## src/rtl/pipeline_hazard_ctrl.sv

```systemverilog
// Stall/flush sequencer for the 5-stage RV32IM pipeline: per-boundary enables and
// flushes, mul/div occupancy tracking and a saturating front-end stall counter.
module pipeline_hazard_ctrl #(
  parameter int CNT_W = 16
) (
  input  logic             CLK,
  input  logic             reset,
  input  logic [4:0]       id_rs1_addr,
  input  logic [4:0]       id_rs2_addr,
  input  logic             id_uses_rs1,
  input  logic             id_uses_rs2,
  input  logic             ex_mem_read,
  input  logic [4:0]       ex_write_addr,
  input  logic             branch_taken,
  input  logic             muldiv_start,
  input  logic             muldiv_done,
  input  logic             imem_busywait,
  input  logic             dmem_busywait,
  output logic             pc_en,
  output logic             if_id_en,
  output logic             id_ex_en,
  output logic             ex_mem_en,
  output logic             mem_wb_en,
  output logic             if_id_flush,
  output logic             id_ex_flush,
  output logic             ex_mem_flush,
  output logic             mem_wb_flush,
  output logic [1:0]       fsm_state,
  output logic [CNT_W-1:0] stall_cycles
);

  typedef enum logic [1:0] {
    RUN     = 2'd0,
    MD_WAIT = 2'd1
  } state_t;

  state_t           state_q, state_d;
  logic [CNT_W-1:0] stall_q, stall_d;
  logic             loadUse;

  // x0 never creates a dependency, so a load targeting it is harmless.
  assign loadUse = ex_mem_read && (ex_write_addr != 5'd0) &&
                   ((id_uses_rs1 && (id_rs1_addr == ex_write_addr)) ||
                    (id_uses_rs2 && (id_rs2_addr == ex_write_addr)));

  always_comb begin
    pc_en        = 1'b1;
    if_id_en     = 1'b1;
    id_ex_en     = 1'b1;
    ex_mem_en    = 1'b1;
    mem_wb_en    = 1'b1;
    if_id_flush  = 1'b0;
    id_ex_flush  = 1'b0;
    ex_mem_flush = 1'b0;
    mem_wb_flush = 1'b0;
    state_d      = state_q;

    if (reset) begin
      pc_en     = 1'b0;
      if_id_en  = 1'b0;
      id_ex_en  = 1'b0;
      ex_mem_en = 1'b0;
      mem_wb_en = 1'b0;
      state_d   = RUN;
    end else if (dmem_busywait) begin
      // Frozen window: a done seen here is not consumed, MD_WAIT persists.
      pc_en        = 1'b0;
      if_id_en     = 1'b0;
      id_ex_en     = 1'b0;
      ex_mem_en    = 1'b0;
      mem_wb_flush = 1'b1;
    end else if (((state_q == MD_WAIT) || muldiv_start) && !muldiv_done) begin
      pc_en        = 1'b0;
      if_id_en     = 1'b0;
      id_ex_en     = 1'b0;
      ex_mem_flush = 1'b1;
      state_d      = MD_WAIT;
    end else if (state_q == MD_WAIT) begin
      state_d = RUN;
    end else if (branch_taken) begin
      if_id_flush = 1'b1;
      id_ex_flush = 1'b1;
    end else if (loadUse) begin
      pc_en       = 1'b0;
      if_id_en    = 1'b0;
      id_ex_flush = 1'b1;
    end else if (imem_busywait) begin
      pc_en       = 1'b0;
      if_id_flush = 1'b1;
    end
  end

  always_comb begin
    stall_d = stall_q;
    if (!pc_en && (stall_q != {CNT_W{1'b1}})) begin
      stall_d = stall_q + 1'b1;
    end
  end

  always_ff @(posedge CLK) begin
    if (reset) begin
      state_q <= RUN;
      stall_q <= '0;
    end else begin
      state_q <= state_d;
      stall_q <= stall_d;
    end
  end

  assign fsm_state    = state_q;
  assign stall_cycles = stall_q;

endmodule

```

## config.mk

```make
export PLATFORM = sky130hd
export DESIGN_NAME = pipeline_hazard_ctrl
export DESIGN_NICKNAME = d
export VERILOG_FILES = /design/src/rtl/pipeline_hazard_ctrl.sv
export SDC_FILE = /design/constraint.sdc
export NUM_CORES = 1
export LEC_CHECK = 0
export ABC_CLOCK_PERIOD_IN_PS = 2300
export CORE_ASPECT_RATIO = 1.25
export CORE_UTILIZATION = 37
export CTS_BUF_LIST = sky130_fd_sc_hd__clkbuf_4
export DETAILED_ROUTE_END_ITERATION = 6
export PLACE_DENSITY = 0.78
export SLEW_MARGIN = 15
export SYNTH_ARGS = -nofsm -noshare
export SYNTH_HDL_FRONTEND = slang
export SYNTH_SLANG_ARGS = --single-unit
export TNS_END_PERCENT = 30
```

## constraint.sdc

```tcl
create_clock -name CLK -period 2.3 [get_ports CLK]
set_input_delay 0.345 -clock CLK [delete_from_list [all_inputs] [get_ports CLK]]
set_output_delay 0.345 -clock CLK [all_outputs]
set_load 0.01 [all_outputs]
```

-- Word-level counts from Yosys, hierarchy flattened
Index checks and enable logic that the tools add are counted.
Widths: inputs -> output; s select.
- input port bits: 25
- output and inout bits: 27
- register bits: 18
- logic and storage cells: 60
- eq/ne operators: 4
- bitwise gates (word level): 1
- muxes and demuxes: 39
- reductions and logical operators: 13
- $add $sub $neg: 1
- operators by type and width (operator ; count):
    $mux 1 ; 37
    $add 16x1->16 const B ; 1
    $ne 16x16->1 const B ; 1
    $eq 5x5->1 ; 2
    $logic_and 1x1->1 ; 6
    $reduce_bool 5->1 ; 1
    $mux 2 ; 2
    $eq 2x1->1 const B ; 1
    $logic_not 1->1 ; 2
    $logic_or 1x1->1 ; 2
    $reduce_and 2->1 ; 1
    $reduce_bool 2->1 ; 1
    $not 1->1 ; 1

-- Longest topological paths before layout
- depth in word-level cells: 12
- depth in mapped cells: 9
- depth with buffers taken out: 7

-- Least setup slack after synthesis
No wires, ideal clock.
- path type: reg2reg
- start: register stall_q[0], in the netlist stall_cycles[0]
- end: register stall_q[1], in the netlist stall_cycles[1]
- library setup time: 0.128 ns
- stages on the path, launching flop included: 9
- slack: 0.331 ns
- arrival: 1.842 ns
- path buffers: 2
- path through: dfxtp_1 > ha_1 > nand3_1 > or3_1 > o21ai_4 > buf_6 > buf_6 > mux2i_1 > nor2_1
- longest elaborated chain between the ends: 2
- elaborated cells between the ends (all ways): 3
- classes of those cells: add/sub (1); eq/ne (1); reduce/logical (1)
- RTL lines (item ; line ; RTL):
    start: declaration ; 38 ; logic [CNT_W-1:0] stall_q, stall_d;
    start signal: assignment ; 106 ; stall_q <= stall_d;
    branches (longest 2 deep; another with $add 16x1->16) ; - ;
Parallel ways; which one is timed is not known.
A chain may end at the register's enable or synchronous reset.

-- Worst setup path after layout
- start: input port ex_write_addr[2]
- end: output port pc_en
- longest elaborated chain between the ends: 10
- elaborated cells between the ends (all ways): 14
- classes of those cells: eq/ne (2); mux (6); reduce/logical (6)
- RTL lines (item ; line ; RTL):
    start: declaration ; 13 ; input logic [4:0] ex_write_addr,
    $eq 5x5->1 (on tied branches) ; 43, 44 ;
    $logic_and 1x1->1 (on tied branches) ; 43, 44 ;
    $logic_or 1x1->1 ; 43 ; ((id_uses_rs1 && (id_rs1_addr == ex_write_addr)) ||
    $logic_and 1x1->1 * ; 42 ; assign loadUse = ex_mem_read && (ex_write_addr != 5'd0) &&
    $mux 1 * ; 83 ; end else if (loadUse) begin
    $mux 1 * ; 80 ; end else if (branch_taken) begin
    $mux 1 * ; 78 ; end else if (state_q == MD_WAIT) begin
    $mux 1 * ; 72 ; end else if (((state_q == MD_WAIT) || muldiv_start) && !muldiv_done) begin
    $mux 1 * ; 65 ; end else if (dmem_busywait) begin
    $mux 1 * ; 58 ; if (reset) begin
    end: declaration ; 19 ; output logic pc_en,
Every way passes the cells marked *; elsewhere a longest branch is shown, timed or not.

==> out/qor.yml <==
yosys:
  syn_area_mm2: 0.001069
  yosys.area.top_type_share: 0.3185
  yosys-top-cells-area: "dfxtp_1, xnor2_1, or3_1"
  syn_inst: 137
  synth_seq_cells: 17
  synth_cell_type_count: 33
  synth_nets: 163
  yosysSeqAreaShare: 0.3185
  syn_avg_cell_area_um2: 7.799
  yosysWarnings: 0
  yosysTopAreaCell: "dfxtp_1"
timing:
  drv_slew: 0
  setup_ws_ns: 0.07350
  min_period_ns: 2.227
  finalHoldViolCount: 0
  hold_ws_ns: 0.5189
  finalCritPeriodShare: 0.9680
  rsz0062_at_grt: "yes"
  tns_ns: 0
  setup_viol: 0
  clock_skew_ns: 0.002918
  fmaxAchievable_ghz: 0.4491
clocking:
  htree_levels: 1
  clock_latency_ns: 0.30
  numCtsBuffers: 3
  cts_tree: "done"
  cts_sinks: 17
  clk_pin_slew_worst_paths_ns: 0.10
  max-clock-path-buffers: 2
  cts_root_buf: "clkbuf_4"
drt:
  wl_per_cell_um: 13.57
  route.detailed.drc: 0
  viasPerCell: 5.224
  drt-initial-drc-count: 11
  dr.pass1.iters: 4
  num_vias: 1212
  drt-total-wl_um: 3148
  detail-route-antenna-nets: 0
worst_setup_path:
  path_depth: 7
  path_buf_inv: 3
  ff2ff_setup_slack_ns: 0.32
  cp_data_arrival_time_ns: 1.88
  crit_chain: "dlygate4sd2_1, or4_4, o21ai_4, nor4b_4, buf_4, nor2_1, buf_2"
  cp.required_ns: 1.96
  cpPeakStageDelay_ns: 0.55
  reg2reg_depth: 8
  cp-end-kind: "primary output"
  startpoint_type: "primary input"
  rr_endpoint: "stall_cycles[1]"
  cp_slowest_cell: "or4_4"
  crit_type: "in -> out"
  cp_top_family: "simple AND/OR/NAND/NOR gates"
  reg2reg_from: "stall_cycles[7]"
  worstPathMaxFanout: 3
finish:
  fin_cells: 232
  multi_input_area_um2: 730.7
  filler_cell_count: 240
  regArea_um2: 340.3
  fin_util: 0.6537
  nNetsFinal: 225
  syn2layout_area_growth_pct: 65.57
  drive_above_1_share: 0.1919
  antenna_cells: 0
global_route:
  grt_pass1_vias: 1171
  overflow: 0
  grt_pass1_wl_um: 4940
  track_usage: 0.2057
  antenna_found_initial: 0
  grt_max_degree: 19
power_and_ir_drop:
  p_seq_frac: 0.477
  pwr-share-clk: 0.273
  p_int_uw: 473.9
  leakagePower_nw: 0.6991
  p_sw_frac: 0.2778
  power_frac_comb: 0.250
  switching_power_uw: 182.2
  powerDensity_mw_per_mm2: 370.9
  ir_drop_uv: 401.7
floorplanning:
  die_h_um: 62.08
  start_util: 0.3948
  coreArea_mm2: 0.002706
  io_pins: 52
  std_cell_rows: 21
  die_w_um: 50.07
  die_area_mm2: 0.003108
min_path:
  hold_end: "stall_cycles[15]"
  holdCritPathClass: "reg -> reg"
  min_path_cells: 2
  hold_path_startpoint: "stall_cycles[15]"
run_status:
  outcome: "complete, no violations"
placement:
  io_buffers: 50
  dp_slack_ns: -0.5514
  dp_hpwl_um: 2284
  dpl.cell_count: 225
  gp_congestion: 0.7253
flow_run:
  drv_cap: 0
==> logic make-up after synthesis <==
kind of cell	Yosys count	synth area share
other cells	1	0.003510
mux	3	0.03044
buf+inv	11	0.05621
xor+xnor	11	0.09016
compound gates	29	0.1663
flops	17	0.3185
fa+ha+maj	1	0.01171
simple gates	64	0.3232
==> power by group through the flow <==
stage / clock, mW / sequential [mW] / combinational [mW]
floorplan: 0 / 0.321 / 0.0652
global placement: 0 / 0.319 / 0.156
detailed placement: 0 / 0.320 / 0.160
CTS: 0.182 / 0.313 / 0.166
global route: 0.191 / 0.314 / 0.178
finish: 0.179 / 0.313 / 0.164
==> state kept, by name, summed over array words and instances (netlist names) <==
register,flops
fsm_state,1
stall_cycles,16
==> Yosys cell counts (all sizes together) <==
| library cell | count |
|---|---|
| dfxtp | 17 |
| nor2 | 13 |
| a21oi | 12 |
| nand2 | 12 |
| o21ai | 11 |
| or3 | 11 |
| xnor2 | 10 |
| nand3 | 9 |
| inv | 6 |
| nor3 | 5 |
| nor2b | 4 |
| or4 | 4 |
| buf | 3 |
| nand4 | 3 |
| clkbuf | 2 |
| mux2 | 2 |
| o31ai | 2 |
| a21o | 1 |
| conb | 1 |
| ha | 1 |
| mux2i | 1 |
| nor4 | 1 |
| nor4b | 1 |
| o21bai | 1 |
| o221a | 1 |
| o22ai | 1 |
| or2 | 1 |
| xor2 | 1 |
==> worst max-delay path by stage <==
stage	start	slack, ns	endpoint
2_1_floorplan	stall_cycles[0]	0.33	stall_cycles[1]
3_3_place_gp	ex_write_addr[1]	-0.49	if_id_flush
3_5_place_dp	ex_write_addr[1]	-0.55	if_id_flush
4_1_cts	ex_write_addr[1]	0.02	if_id_en
5_1_grt	ex_write_addr[4]	-0.01	stall_cycles[9]
6_report	ex_write_addr[2]	0.07	pc_en
==> per-stage QoR <==
stage	power, mW	instance area (um2)
floorplan	0.3858	1069
global placement	0.4753	1642
detailed placement	0.4800	1642
CTS	0.6604	1735
global route	0.6829	1769
finish	0.6561	1769
==> area by class of cell <==
cell class / instances / area share
Clock buffer: 4 / 0.01697
Timing Repair Buffer: 62 / 0.3409
Tap cell: 34 / 0.02405
Inverter: 6 / 0.01273
Multi-Input combinational cell: 109 / 0.4130
Sequential cell: 17 / 0.1924
==> layer usage <==
| metal | global-route usage | wire, um | up-vias |
|---|---|---|---|
| li1 | - | - | 607 |
| met1 | 0.2121 | 1207 | 556 |
| met2 | 0.4038 | 1630 | 44 |
| met3 | 0.04380 | 261 | 5 |
| met4 | 0.08571 | 48 | 0 |
| met5 | 0 | 0 | - |
==> timing repair <==
item                       4_1_cts  5_1_grt
setup endpoints to repair       15       17
buffers inserted                 3        0
hold buffers                     0        0
hold endpoints to repair         0        0
pin swaps                        6       14
resized for setup               28       19
==> placed cells by master, fill, tap and decap left out, types with 2 or more instances in the layout <==
cell,synthesis,routed
a21oi_1,12,9
a21oi_2,0,3
buf_2,0,3
buf_4,1,9
buf_6,2,3
clkbuf_4,0,4
clkdlybuf4s15_1,0,2
clkdlybuf4s50_1,0,31
dfxtp_1,17,17
dlygate4sd2_1,0,3
dlymetal6s2s_1,0,10
inv_1,6,6
mux2_2,2,2
nand2_1,12,12
nand3_1,9,9
nand4_1,3,3
nor2_1,12,12
nor2b_1,4,3
nor3_1,5,5
o21ai_0,5,5
o21ai_1,4,4
o21ai_4,1,2
o31ai_1,2,2
or3_1,11,10
or4_1,4,3
xnor2_1,10,8
xnor2_2,0,2
==> worst register-to-register path: stages, from the launching register on <==
cell and delay (ns):
dfxtp_1 0.42, nand3_1 0.15, nor2_1 0.20, nand3_1 0.15, or3_1 0.38, o21ai_4 0.14, buf_6 0.20, mux2i_1 0.19
nor2_1 0.05
Power figures use the tool's default switching activity.
